`src/rtl/reg_dump_scanner_if.sv`:
```
// Bundle between the register-dump scanner and its surroundings: start/abort
// control, the register file debug port, and the (index, value) output stream.
interface reg_dump_scanner_if;
    logic        start;
    logic        abort;
    logic [31:0] reg_return;
    logic        out_ready;
    logic [4:0]  show_index;
    logic        dump_valid;
    logic [4:0]  dump_index;
    logic [31:0] dump_data;
    logic        busy;
    logic        done;

    // master: the scanner itself; slave: the register file plus dump consumer
    modport master (
        input  start, abort, reg_return, out_ready,
        output show_index, dump_valid, dump_index, dump_data, busy, done
    );
    modport slave (
        output start, abort, reg_return, out_ready,
        input  show_index, dump_valid, dump_index, dump_data, busy, done
    );
endinterface

```
`src/rtl/reg_dump_scanner.sv`:
```
// Walks the register file debug port from START_IDX to END_IDX, letting each
// index settle before sampling, and streams (index, value) pairs downstream.
module reg_dump_scanner #(
    parameter int START_IDX     = 0,
    parameter int END_IDX       = 31,
    parameter int SETTLE_CYCLES = 1
) (
    input  logic                  clk,
    input  logic                  rst,
    reg_dump_scanner_if.master    bus
);

    localparam logic [4:0] START_L     = 5'(START_IDX);
    localparam logic [4:0] END_L       = 5'(END_IDX);
    localparam logic [3:0] SETTLE_LAST = 4'(SETTLE_CYCLES - 1);

    typedef enum logic [1:0] {
        IDLE    = 2'd0,
        SETTLE  = 2'd1,
        PRESENT = 2'd2,
        DONE    = 2'd3
    } state_t;

    state_t      state_q;
    logic [4:0]  show_index_q;
    logic [3:0]  cnt_q;
    logic        dump_valid_q;
    logic [4:0]  dump_index_q;
    logic [31:0] dump_data_q;
    logic        busy_q;
    logic        done_q;

    logic [4:0]  idx_inc_d;
    logic [3:0]  cnt_inc_d;
    logic        transfer_d;

    always_comb begin
        idx_inc_d  = show_index_q + 5'd1;
        cnt_inc_d  = cnt_q + 4'd1;
        transfer_d = dump_valid_q & bus.out_ready;
    end

    always_ff @(posedge clk) begin
        if (!rst) begin
            state_q      <= IDLE;
            show_index_q <= START_L;
            cnt_q        <= 4'd0;
            dump_valid_q <= 1'b0;
            dump_index_q <= 5'd0;
            dump_data_q  <= 32'd0;
            busy_q       <= 1'b0;
            done_q       <= 1'b0;
        end else begin
            case (state_q)
                IDLE: begin
                    done_q <= 1'b0;
                    if (bus.start) begin
                        state_q      <= SETTLE;
                        show_index_q <= START_L;
                        cnt_q        <= 4'd0;
                        busy_q       <= 1'b1;
                    end
                end
                SETTLE: begin
                    if (bus.abort) begin
                        state_q      <= IDLE;
                        show_index_q <= START_L;
                        dump_valid_q <= 1'b0;
                        busy_q       <= 1'b0;
                    end else begin
                        cnt_q <= cnt_inc_d;
                        // Capture on the last settle cycle so the sample belongs to this edge
                        if (cnt_q == SETTLE_LAST) begin
                            dump_data_q  <= bus.reg_return;
                            dump_index_q <= show_index_q;
                            dump_valid_q <= 1'b1;
                            state_q      <= PRESENT;
                        end
                    end
                end
                PRESENT: begin
                    // Abort wins over a transfer landing on the same edge
                    if (bus.abort) begin
                        state_q      <= IDLE;
                        show_index_q <= START_L;
                        dump_valid_q <= 1'b0;
                        busy_q       <= 1'b0;
                    end else if (transfer_d) begin
                        dump_valid_q <= 1'b0;
                        if (show_index_q == END_L) begin
                            state_q <= DONE;
                            done_q  <= 1'b1;
                        end else begin
                            show_index_q <= idx_inc_d;
                            cnt_q        <= 4'd0;
                            state_q      <= SETTLE;
                        end
                    end
                end
                DONE: begin
                    done_q  <= 1'b0;
                    busy_q  <= 1'b0;
                    state_q <= IDLE;
                end
                default: begin
                    state_q <= IDLE;
                end
            endcase
        end
    end

    assign bus.show_index = show_index_q;
    assign bus.dump_valid = dump_valid_q;
    assign bus.dump_index = dump_index_q;
    assign bus.dump_data  = dump_data_q;
    assign bus.busy       = busy_q;
    assign bus.done       = done_q;

endmodule
```
`src/flat_wrapper.sv`:
```
// flat-port wrapper written by rule: the top's interface ports become plain ports
module reg_dump_scanner_flat 
#(
    parameter int START_IDX     = 0,
    parameter int END_IDX       = 31,
    parameter int SETTLE_CYCLES = 1
)
  (clk, rst, bus_start, bus_abort, bus_reg_return, bus_out_ready, bus_show_index, bus_dump_valid, bus_dump_index, bus_dump_data, bus_busy, bus_done);
  reg_dump_scanner_if bus_i ();
  input  logic clk;
  input  logic rst;
  input wire logic [$bits(bus_i.start)-1:0] bus_start;
  input wire logic [$bits(bus_i.abort)-1:0] bus_abort;
  input wire logic [$bits(bus_i.reg_return)-1:0] bus_reg_return;
  input wire logic [$bits(bus_i.out_ready)-1:0] bus_out_ready;
  output wire logic [$bits(bus_i.show_index)-1:0] bus_show_index;
  output wire logic [$bits(bus_i.dump_valid)-1:0] bus_dump_valid;
  output wire logic [$bits(bus_i.dump_index)-1:0] bus_dump_index;
  output wire logic [$bits(bus_i.dump_data)-1:0] bus_dump_data;
  output wire logic [$bits(bus_i.busy)-1:0] bus_busy;
  output wire logic [$bits(bus_i.done)-1:0] bus_done;
  assign bus_i.start = bus_start;
  assign bus_i.abort = bus_abort;
  assign bus_i.reg_return = bus_reg_return;
  assign bus_i.out_ready = bus_out_ready;
  assign bus_show_index = bus_i.show_index;
  assign bus_dump_valid = bus_i.dump_valid;
  assign bus_dump_index = bus_i.dump_index;
  assign bus_dump_data = bus_i.dump_data;
  assign bus_busy = bus_i.busy;
  assign bus_done = bus_i.done;
  reg_dump_scanner #(.START_IDX(START_IDX), .END_IDX(END_IDX), .SETTLE_CYCLES(SETTLE_CYCLES)) u_core (.clk(clk), .rst(rst), .bus(bus_i));
endmodule
```
`config.mk`:
```
export PLATFORM = sky130hd
export DESIGN_NAME = reg_dump_scanner_flat
export DESIGN_NICKNAME = d
export VERILOG_FILES = /design/src/rtl/reg_dump_scanner_if.sv /design/src/rtl/reg_dump_scanner.sv /design/src/flat_wrapper.sv
export SDC_FILE = /design/constraint.sdc
export NUM_CORES = 1
export LEC_CHECK = 0
export ABC_AREA = 1
export CAP_MARGIN = 20
export CORE_ASPECT_RATIO = 1.2
export CORE_MARGIN = 2
export CORE_UTILIZATION = 44
export CTS_CLUSTER_DIAMETER = 150
export DETAILED_ROUTE_END_ITERATION = 6
export PLACE_DENSITY = 0.79
export RECOVER_POWER = 25
export REMOVE_ABC_BUFFERS = 1
export SYNTH_ARGS = -nofsm -noshare
export SYNTH_HDL_FRONTEND = slang
export SYNTH_SLANG_ARGS = --single-unit
```
`constraint.sdc`:
```
create_clock -name clk -period 2 [get_ports clk]
set_input_delay 0.3 -clock clk [delete_from_list [all_inputs] [get_ports clk]]
set_output_delay 0.3 -clock clk [all_outputs]
set_load 0.01 [all_outputs]
```
# Yosys cells after proc, flatten, opt, wreduce, memory -nomap -nowiden

Cells that the tools add are included.

$add $sub $neg: 2
Equality and inequality tests: 15
$mul: 0
Bitwise logic cells: 2
Shifts and indexed selects: 0
Multiplexer cells: 31
Magnitude comparators: 0
Divide/modulo/power cells: 0
Reductions and logical operators: 14

Operator list:

| cell                                                                    | count |
|---|---|
| 5-bit 2-to-1 mux                                                        | 5 |
| 4-bit 2-to-1 mux                                                        | 5 |
| 5-bit one-hot mux with 3 select lines                                   | 1 |
| 2-bit 2-to-1 mux                                                        | 6 |
| 4-bit one-hot mux with 3 select lines                                   | 1 |
| 2-bit inequality test, second input constant                            | 5 |
| 1-bit 2-to-1 mux                                                        | 9 |
| 3-bit AND reduction                                                     | 3 |
| 2-bit one-hot mux with 4 select lines                                   | 1 |
| 2-bit by 1-bit inequality test with 1-bit output, second input constant | 3 |
| 3-bit by 2-bit inequality test with 1-bit output, second input constant | 2 |
| 6-bit AND reduction                                                     | 1 |
| 5-bit by 1-bit adder with 5-bit output, second input constant           | 1 |
| 5-bit equality test, second input constant                              | 1 |
| 5-bit AND reduction                                                     | 1 |
| 4-bit by 1-bit adder with 4-bit output, second input constant           | 1 |
| 2-bit equality test, second input constant                              | 2 |
| 4-bit zero test                                                         | 1 |
| 1-bit one-hot mux with 2 select lines                                   | 2 |
| 4-bit AND reduction                                                     | 1 |
| 2-bit nonzero test                                                      | 2 |
| 2-bit OR reduction                                                      | 2 |
| 3-bit inequality test, second input constant                            | 1 |
| 1-bit one-hot mux with 3 select lines                                   | 1 |
| other kinds (6)                                                         | 6 |

Word-level logic and storage cells: 72
Output and inout bits: 45
Latch bits: 0
Memory bits (read-only): 0
Memories: 0
Flip-flop bits (word level): 51
Bits in writable memories: 0
Input port bits: 37

# Logic depth before layout (Yosys ltp)

Gate-level depths: netlist (run 1).

Depth in word-level cells: 5
Mapped depth: 11
Gate-level depth less buffers: 11

# Least setup slack after synthesis (run 1)

No wires, ideal clock.

Path type: flip-flop to flip-flop
Start point: reg u_core.show_index_q[0] (netlist: u_core.bus.show_index[0])
End point: reg u_core.cnt_q[2]
Slack: 477 ps
Stages on the path, launching flop included: 11
Setup time: 115 ps
Data arrival time: 1,408 ps
Path buffers: 0
Period minus slack after synthesis: 1,523 ps
Required time: 1,885 ps
Cell sequence: dfxtp_1 > ha_1 > inv_1 > nor3_1 > ha_1 > nand2_1 > inv_1 > nor2_1 > nand2_1 > a21oi_1 > nor2_1

Word-level cells in the longest chain between the ends: 3

Ends and longest elaborated chain:

| element                         | line                   | RTL |
|---|---|---|
| start: declaration              | reg_dump_scanner.sv:25 | `logic [4:0] show_index_q;` |
| start signal: assignment        | reg_dump_scanner.sv:94 | `show_index_q <= idx_inc_d;` |
| 5-bit equality test             | reg_dump_scanner.sv:90 | `if (show_index_q == END_L) begin` |
| 2-bit inequality test (no line) | -                      |  |
| 6-bit AND reduction (no line)   | -                      |  |
| end signal: assignment          | reg_dump_scanner.sv:71 | `cnt_q <= cnt_inc_d;` |
| end: declaration                | reg_dump_scanner.sv:26 | `logic [3:0] cnt_q;` |

Every way passes these cells.
A chain may end at the register's enable or synchronous reset.

# Final worst setup path (run 1)

Ends and elaborated chain as after synthesis.

==> impl_results.rst, run 1 <==
.. list-table::
   :header-rows: 1

   * - Metric
     - Value
   * - Routed vias
     - 2,148
   * - Total global routing track utilization
     - between 10% and 20%
   * - Total number of H-tree levels
     - 2
   * - Die X
     - a little under 70 um
   * - Tightest Pin Transition
     - roughly 0.35 ns
   * - Final Hold Violating Endpoints
     - 0
   * - Final setup violation count
     - 0
   * - Post-synthesis average cell area
     - roughly 7.5 um^2
   * - Number of fillers in the final layout
     - between 400 and 500
   * - Maximum number of pins on one net before global-route repair
     - 51
   * - Slowest cell on the critical path
     - sky130_fd_sc_hd__dfxtp_1
   * - Number of global-route vias before repair
     - between 2,000 and 2,500
   * - Largest stage delay, worst path
     - between 0.3 and 0.4 ns
   * - Most frequent standard cell in the layout excluding fill and tap cells
     - sky130_fd_sc_hd__nor2_1
   * - Max-slew headroom at the worst pin
     - 76.5%
   * - Internal power summed over all cells
     - roughly 2400 uW
   * - Antenna violation net count after detailed routing
     - 0
   * - CP Capture Type
     - flop
   * - Die area
     - ~0.0058 mm^2
   * - Hold_ws
     - about 0.46 ns
   * - Max-cap violations
     - 0
   * - Shortest period the worst path allows
     - between 1.5 and 2 ns
   * - Slew Viols, Final
     - 0
   * - Post-synthesis sequential area ratio
     - between 40 and 50%
   * - Cell area after placement
     - between 0.003 and 0.004 mm^2
   * - Clk pin slew, worst setup/hold paths
     - roughly 0.090 ns
   * - Number of antenna violations at the first check in global routing
     - 0
   * - CP required
     - roughly 2.2 ns
   * - Crit path DAT
     - around 1.9 ns
   * - Number of violations reported at the end of detailed-routing iteration 0
     - 82
   * - Initial core utilization
     - 46.0%
   * - Maximum buffer depth of the clock tree
     - 2
   * - Cell area after layout
     - between 0.003 and 0.004 mm^2
   * - DR pass1 iterations
     - 6
   * - Total standard cell area after synthesis
     - around 0.0023 mm^2
   * - Total power divided by cell area
     - ~1200 mW/mm^2
   * - Unrepaired setup endpoints after global routing
     - false
   * - DRC errors left
     - 0
   * - Final worst-path cycle share
     - a little over four fifths
   * - Clock tree from TritonCTS
     - yes
   * - Worst setup path category
     - reg2reg
   * - Part of the power in combinational logic
     - about 47%
   * - Area growth from synthesis to final layout
     - 40.0%
   * - Number of library cell types mapped by synthesis
     - 25
   * - Count of input and output buffers
     - ~80
   * - DRT Wirelength
     - 5330 um
   * - Diodes inserted
     - 0
   * - Via count normalized by instance count
     - ~4.9
   * - Part of the power in the clock network
     - 15.0%
   * - Clock Tree Root
     - sky130_fd_sc_hd__clkbuf_8
   * - Hold WC Path Type
     - reg2reg
   * - Commonest cells after routing, fill and taps aside
     - 86 x sky130_fd_sc_hd__nor2_1, 58 x sky130_fd_sc_hd__clkdlybuf4s50_1, 51 x sky130_fd_sc_hd__dfxtp_1
   * - Net count of the finished layout
     - ~430
   * - Sum of net half-perimeters after detailed placement
     - approximately 3800 um
   * - Maximum vdd drop
     - approximately 680 uV
   * - Gpl congestion
     - between 0.8 and 0.9
   * - Fraction of layout cells with a size suffix above 1
     - 7.11%
   * - Total leakage power
     - approximately 0.0015 uW
   * - Latest clock arrival within the worst-skew pair
     - roughly 0.3 ns
   * - Net switching share of the total power
     - around two fifths
   * - Synth Warn #
     - 0
   * - Setup skew after layout
     - between 0.002 and 0.0025 ns
   * - Flop-to-flop setup slack
     - ~0.3 ns
   * - Routed length per instance
     - around 12 um
   * - TritonCTS Sinks
     - a little over 50
   * - Sequential cell area in the final layout
     - slightly above 0.001 mm^2
   * - Setup crit start kind
     - flop
   * - First-pass GRT wire length
     - around 9100 um
   * - Fmax
     - approximately 590 MHz
   * - Row Count
     - 28
   * - Util after Layout
     - between 60 and 70%
   * - IO Count
     - 82
   * - Switching power summed over all nets
     - between 1500 and 2000 uW
   * - Number of setup buffers added after CTS
     - 0
   * - Count of mapped cells out of synthesis
     - 301
   * - Area used by multi-input combinational logic
     - ~0.0011 mm^2
   * - # hold bufs at CTS
     - 0
   * - CTS Buf Count
     - 5
   * - Core area
     - 0.00494 mm^2
   * - Total negative slack
     - 0 ns
   * - Vert. Die Dim
     - 82.7 um
   * - Total grt overflow
     - 0
   * - Outcome
     - finished, final reports clean
   * - Chain of cells forming the critical path
     - ha_1 -> inv_1 -> nor3_1 -> ha_1 -> nand2_1 -> inv_1 -> nor2_1 -> nand2_1 -> a21oi_1 -> nor2_1
   * - Post-CTS resize count
     - 0
   * - Highest fanout seen on the critical path
     - 6
   * - Part of the total power dissipated in sequential elements
     - roughly 38%
   * - Number of synthesized register bits
     - 51
-- final timing paths --
| kind | start | end | depth (start not counted) |
|---|---|---|---|
| max | u_core.bus.show_index[0]$_SDFFE_PN0P_ | u_core.cnt_q[2]$_SDFFE_PN0P_ | 10 |
| max reg2reg | u_core.bus.show_index[0]$_SDFFE_PN0P_ | u_core.cnt_q[2]$_SDFFE_PN0P_ | 10 |
| min reg2reg | u_core.bus.busy$_SDFFE_PN0P_ | u_core.bus.busy$_SDFFE_PN0P_ | 2 |
| min | u_core.bus.busy$_SDFFE_PN0P_ | u_core.bus.busy$_SDFFE_PN0P_ | 2 |
-- cell usage after synthesis (all sizes together) --
cell type / count / area, um^2
buf: 8 / 83.8
clkbuf: 4 / 16.3
inv: 22 / 87.6
dfxtp: 51 / 1020
nand2: 48 / 210
nand4: 2 / 12.5
nor3: 1 / 5.00
a21oi: 12 / 60.1
o21ai: 41 / 205
xor2: 1 / 8.76
nand3: 10 / 55.1
nor2: 92 / 393
ha: 9 / 113
-- worst max-delay path, delay by kind of cell, from the launching register on --
kind            cells  cell delay, ns
buf+inv             2            0.12
flops               1            0.37
simple gates        5            0.51
compound gates      1            0.18
fa+ha+maj           2            0.42
-- layout make-up --
| type | count | share of cell area [%] |
|---|---|---|
| clock inverter | 1 | 0.157 |
| sequential | 51 | 32.1 |
| multi-input combinational | 216 | 33.4 |
| inverter | 22 | 2.75 |
| timing repair buffer | 84 | 26.6 |
| clock buffer | 6 | 2.60 |
| tap | 60 | 2.36 |
-- cells by family (layout without fill, tap and decap cells) --
family                     Yosys count  in the layout  synth area share (%)
xor gates and xnor gates             1              1                 0.386
AOI/OAI and AO/OA                   53             53                  11.7
DFF                                 51             51                  45.0
buffers and inverters               34            113                  8.26
adders and majority gates            9              9                  4.96
and+or+nand+nor                    153            153                  29.8
-- power by group through the flow --
stage	clock network, uW	registers (uW)	logic [uW]
final	591	1500	1860
after global routing	655	1540	2080
after CTS	606	1510	1930
after detailed placement	0	1520	1910
after global placement	0	1520	1880
after floorplan	0	1610	987
-- flip-flops by register name, summed over array words and instances, names as in the netlist --
| signal | count |
|---|---|
| u_core.bus.busy | 1 |
| u_core.bus.dump_valid | 1 |
| u_core.bus.dump_data | 32 |
| u_core.cnt_q | 4 |
| u_core.bus.show_index | 5 |
| u_core.bus.dump_index | 5 |
| u_core.state_q | 2 |
| u_core.bus.done | 1 |
-- per-layer routing --
metal | GRT usage, % | share of wire (%) | vias to the layer above
met3 | 8.86 | 10 | 5
met5 | 0 | 0 | -
met2 | 32.8 | 45 | 68
li1 | - | - | 1102
met1 | 23.2 | 44 | 973
met4 | 5.88 | 1.1 | 0
-- through the flow --
stage                     worst slack [ns]  std cells  total power (uW)
after CTS                            0.290        440              4040
after detailed placement             0.182        433              3430
after global routing                 0.115        440              4280
final                                0.307        440              3960
after global placement               0.220        433              3390
after floorplan                      0.477        289              2600
Note: power is estimated with default switching activity, not from simulation.
==> run 2: changes to the inputs <==
--- a/config.mk
+++ b/config.mk
@@ -9,10 +9,10 @@
 export CAP_MARGIN = 20
 export CORE_ASPECT_RATIO = 1.2
 export CORE_MARGIN = 2
-export CORE_UTILIZATION = 44
+export CORE_UTILIZATION = 40
 export CTS_CLUSTER_DIAMETER = 150
 export DETAILED_ROUTE_END_ITERATION = 6
-export PLACE_DENSITY = 0.79
+export PLACE_DENSITY = 0.76
 export RECOVER_POWER = 25
 export REMOVE_ABC_BUFFERS = 1
 export SYNTH_ARGS = -nofsm -noshare
==> constraint.sdc (replaced) <==
create_clock -name clk -period 1.4 [get_ports clk]
set_input_delay 0.21 -clock clk [delete_from_list [all_inputs] [get_ports clk]]
set_output_delay 0.21 -clock clk [all_outputs]
set_load 0.01 [all_outputs]
==> run 2 against run 1 <==
Compared with the run above: the run now ends with setup timing left; hold slack better by 0.0075 ns; largest cell class unchanged; first-iteration DRC count is 23% higher; fmax is 11% higher; sequential power is 42% higher; sequential share of layout area is 4.1 points lower; flip-flop and latch count stayed put.
==> impl_results.rst, run 2 (same netlist as run 1, synthesis figures left out) <==
.. list-table::
   :header-rows: 1

   * - Metric
     - Value
   * - Tightest Pin Transition
     - around 0.28 ns
   * - Terminating pin of the worst hold path
     - u_core.bus.busy$_SDFFE_PN0P_
   * - Net count of the finished layout
     - about 460
   * - Largest stage delay, worst path
     - about 0.36 ns
   * - Worst setup slack after placement
     - -0.208 ns
   * - Number of antenna violations at the first check in global routing
     - 0
   * - Final setup violation count
     - 19
   * - Most frequent standard cell in the layout excluding fill and tap cells
     - sky130_fd_sc_hd__nor2_1
   * - Antenna violation net count after detailed routing
     - 0
   * - Clk pin slew, worst setup/hold paths
     - approximately 0.09 ns
   * - Sum of net half-perimeters after detailed placement
     - just over 4000 um
   * - Capture instance of the worst register-to-register path
     - u_core.bus.done$_SDFFE_PN0P_
   * - Number of standard cells in the layout, taps in and fillers out
     - 474
   * - IO Count
     - just over 80
   * - Slowest cell on the critical path
     - sky130_fd_sc_hd__dfxtp_2
   * - Number of flip-flops under the largest register name
     - 32
   * - Routed length per instance
     - 13.7 um
   * - Vert. Die Dim
     - approximately 87 um
   * - Shortest period the worst path allows
     - roughly 1.5 ns
   * - Total global routing track utilization
     - between 10% and 20%
   * - Max-slew headroom at the worst pin
     - around four fifths
   * - Post-route setup slack
     - -0.125 ns
   * - Count of input and output buffers
     - 81
   * - Hold WC Path Type
     - reg2reg
   * - Outcome
     - finished, violations left
   * - Unrepaired setup endpoints after global routing
     - true
   * - Commonest cells after routing, fill and taps aside
     - 77 x sky130_fd_sc_hd__nor2_1, 46 x sky130_fd_sc_hd__dfxtp_1, 38 x sky130_fd_sc_hd__o21ai_0, 38 x sky130_fd_sc_hd__clkdlybuf4s50_1, 36 x sky130_fd_sc_hd__nand2_1
   * - Number of violations reported at the end of detailed-routing iteration 0
     - just over 100
   * - Die area
     - roughly 0.0063 mm^2
   * - Diodes inserted
     - 0
   * - Latest clock arrival within the worst-skew pair
     - around 0.3 ns
   * - Routed vias
     - 2,333
   * - Total grt overflow
     - 0
   * - Area growth from synthesis to final layout
     - 61.6%
   * - Chain of cells forming the critical path
     - ha_4 -> inv_2 -> nor3_2 -> ha_2 -> nand2_2 -> inv_2 -> buf_6 -> nand2_2 -> a21oi_1 -> nor2_1
   * - Worst setup path category
     - reg2reg
   * - Die X
     - just over 70 um
   * - CP required
     - 1.60 ns
   * - Total power divided by cell area
     - approximately 1800 mW/mm^2
   * - Maximum vdd drop
     - about 900 uV
   * - Total number of H-tree levels
     - 2
   * - Setup crit start kind
     - flop
   * - Number of cells traversed by the worst register-to-register path
     - 10
   * - Maximum buffer depth of the clock tree
     - 2
   * - Critical R2R Launch
     - u_core.bus.show_index[0]$_SDFFE_PN0P_
   * - Final worst-path cycle share
     - 109%
   * - Placed insts
     - ~460
   * - Initial core utilization
     - between 40% and 50%
   * - Maximum number of pins on one net before global-route repair
     - 51
   * - Util after Layout
     - 66.1%
   * - Fraction of layout cells with a size suffix above 1
     - 22.7%
   * - Number of cells on the worst hold path
     - 2
   * - Total negative slack
     - -0.547 ns
   * - Via count normalized by instance count
     - between 4 and 5
   * - CTS Buf Count
     - 5
   * - Total leakage power
     - 0.00191 uW
   * - DRC errors left
     - 0
   * - Fmax
     - around 660 MHz
   * - Number of global-route vias before repair
     - approximately 2,100
   * - Slew Viols, Final
     - 0
   * - Final Hold Violating Endpoints
     - 0
   * - DR pass1 iterations
     - 4
   * - Violated checks
     - setup timing
   * - DRT Wirelength
     - ~6500 um
   * - Core area
     - 0.00556 mm^2
   * - Power after layout
     - roughly 6700 uW
   * - Setup skew after layout
     - around 0.0062 ns
   * - Flop-to-flop setup slack
     - -0.13 ns
   * - Start point of the worst hold path
     - u_core.bus.busy$_SDFFE_PN0P_
   * - TritonCTS Sinks
     - 51
   * - First-pass GRT wire length
     - 9170 um
   * - Highest fanout seen on the critical path
     - 2
   * - Crit path DAT
     - between 1.5 and 2 ns
   * - Clock tree from TritonCTS
     - yes
   * - Row Count
     - 30
   * - Clock Tree Root
     - sky130_fd_sc_hd__clkbuf_8
   * - Gpl congestion
     - around 0.9
   * - CP Capture Type
     - flop
   * - Max-cap violations
     - 0
   * - # hold bufs at CTS
     - 0
-- run 2: cell count changes in the layout (fill, tap and decap cells not counted), moves of 6 or more --
cell,delta
sky130_fd_sc_hd__dlymetal6s2s_1,+15
sky130_fd_sc_hd__dlygate4sd3_1,-23
sky130_fd_sc_hd__clkdlybuf4s50_1,-20
sky130_fd_sc_hd__buf_4,+19
sky130_fd_sc_hd__nor2_2,+8
sky130_fd_sc_hd__dlygate4sd2_1,+17
sky130_fd_sc_hd__clkdlybuf4s25_1,+11
sky130_fd_sc_hd__nor2_1,-9
sky130_fd_sc_hd__nand2_1,-6
-- run 2: per-layer routing --
| layer | routed length, um | global-route usage, % | vias up |
|---|---|---|---|
| met3 | 294 | 3.84 | 12 |
| met4 | 147 | 6.23 | 0 |
| met1 | 2640 | 21.5 | 1076 |
| li1 | - | - | 1172 |
| met5 | 0 | 0 | - |
| met2 | 3420 | 31.9 | 73 |
-- run 2: where the power goes --
group | leakage [uW] | internal (uW) | switching [uW] | total [uW]
registers | 0.000418 | 1890 | 236 | 2130
clock network | 0.0000513 | 525 | 464 | 988
logic | 0.00144 | 1640 | 1890 | 3540
-- run 2: critical path, delay by kind of cell, from the launching register on --
kind / cells / cell delay (ns)
adder cells (fa/ha/maj): 2 / 0.38
flip-flops: 1 / 0.36
AND/OR/NAND/NOR: 4 / 0.30
buffers and inverters: 3 / 0.22
AO/OA/AOI/OAI: 1 / 0.17
-- run 2: timing repair --
action | CTS | global route
pin swaps | 5 | 8
cloned | 0 | 4
endpoints found under the setup margin | 65 | 74
resized for setup | 43 | 54
buffers inserted | 1 | 4
-- run 2: worst max-delay path by stage --
stage | cells after the start | slack, ns | from | to
floorplan | 10 | -0.12 | u_core.bus.show_index[0]$_SDFFE_PN0P_ | u_core.cnt_q[2]$_SDFFE_PN0P_
global placement | 6 | -0.20 | bus_out_ready | u_core.cnt_q[2]$_SDFFE_PN0P_
detailed placement | 6 | -0.21 | bus_out_ready | u_core.cnt_q[2]$_SDFFE_PN0P_
CTS | 10 | -0.04 | u_core.bus.show_index[0]$_SDFFE_PN0P_ | u_core.cnt_q[2]$_SDFFE_PN0P_
global route | 10 | -0.21 | u_core.bus.show_index[0]$_SDFFE_PN0P_ | u_core.bus.done$_SDFFE_PN0P_
finish | 10 | -0.13 | u_core.bus.show_index[0]$_SDFFE_PN0P_ | u_core.bus.done$_SDFFE_PN0P_
-- run 2: per-stage QoR --
| stage | hold WS (ns) | area [um^2] |
|---|---|---|
| global route | 0.499 | 3670 |
| floorplan | 0.330 | 2170 |
| global placement | 0.446 | 3270 |
| CTS | 0.469 | 3430 |
| detailed placement | 0.454 | 3270 |
| finish | 0.464 | 3670 |
-- run 2: layout make-up --
class | instances | area [um^2]
fillers | 467 | 1890
multi-input cells | 216 | 1190
repair buffers | 112 | 1160
flip-flops and latches | 51 | 1030
inverters | 22 | 95.1
well taps | 64 | 80.1
clock buffers | 6 | 72.6
clock inverters | 1 | 30.0
repair inverters | 2 | 17.5
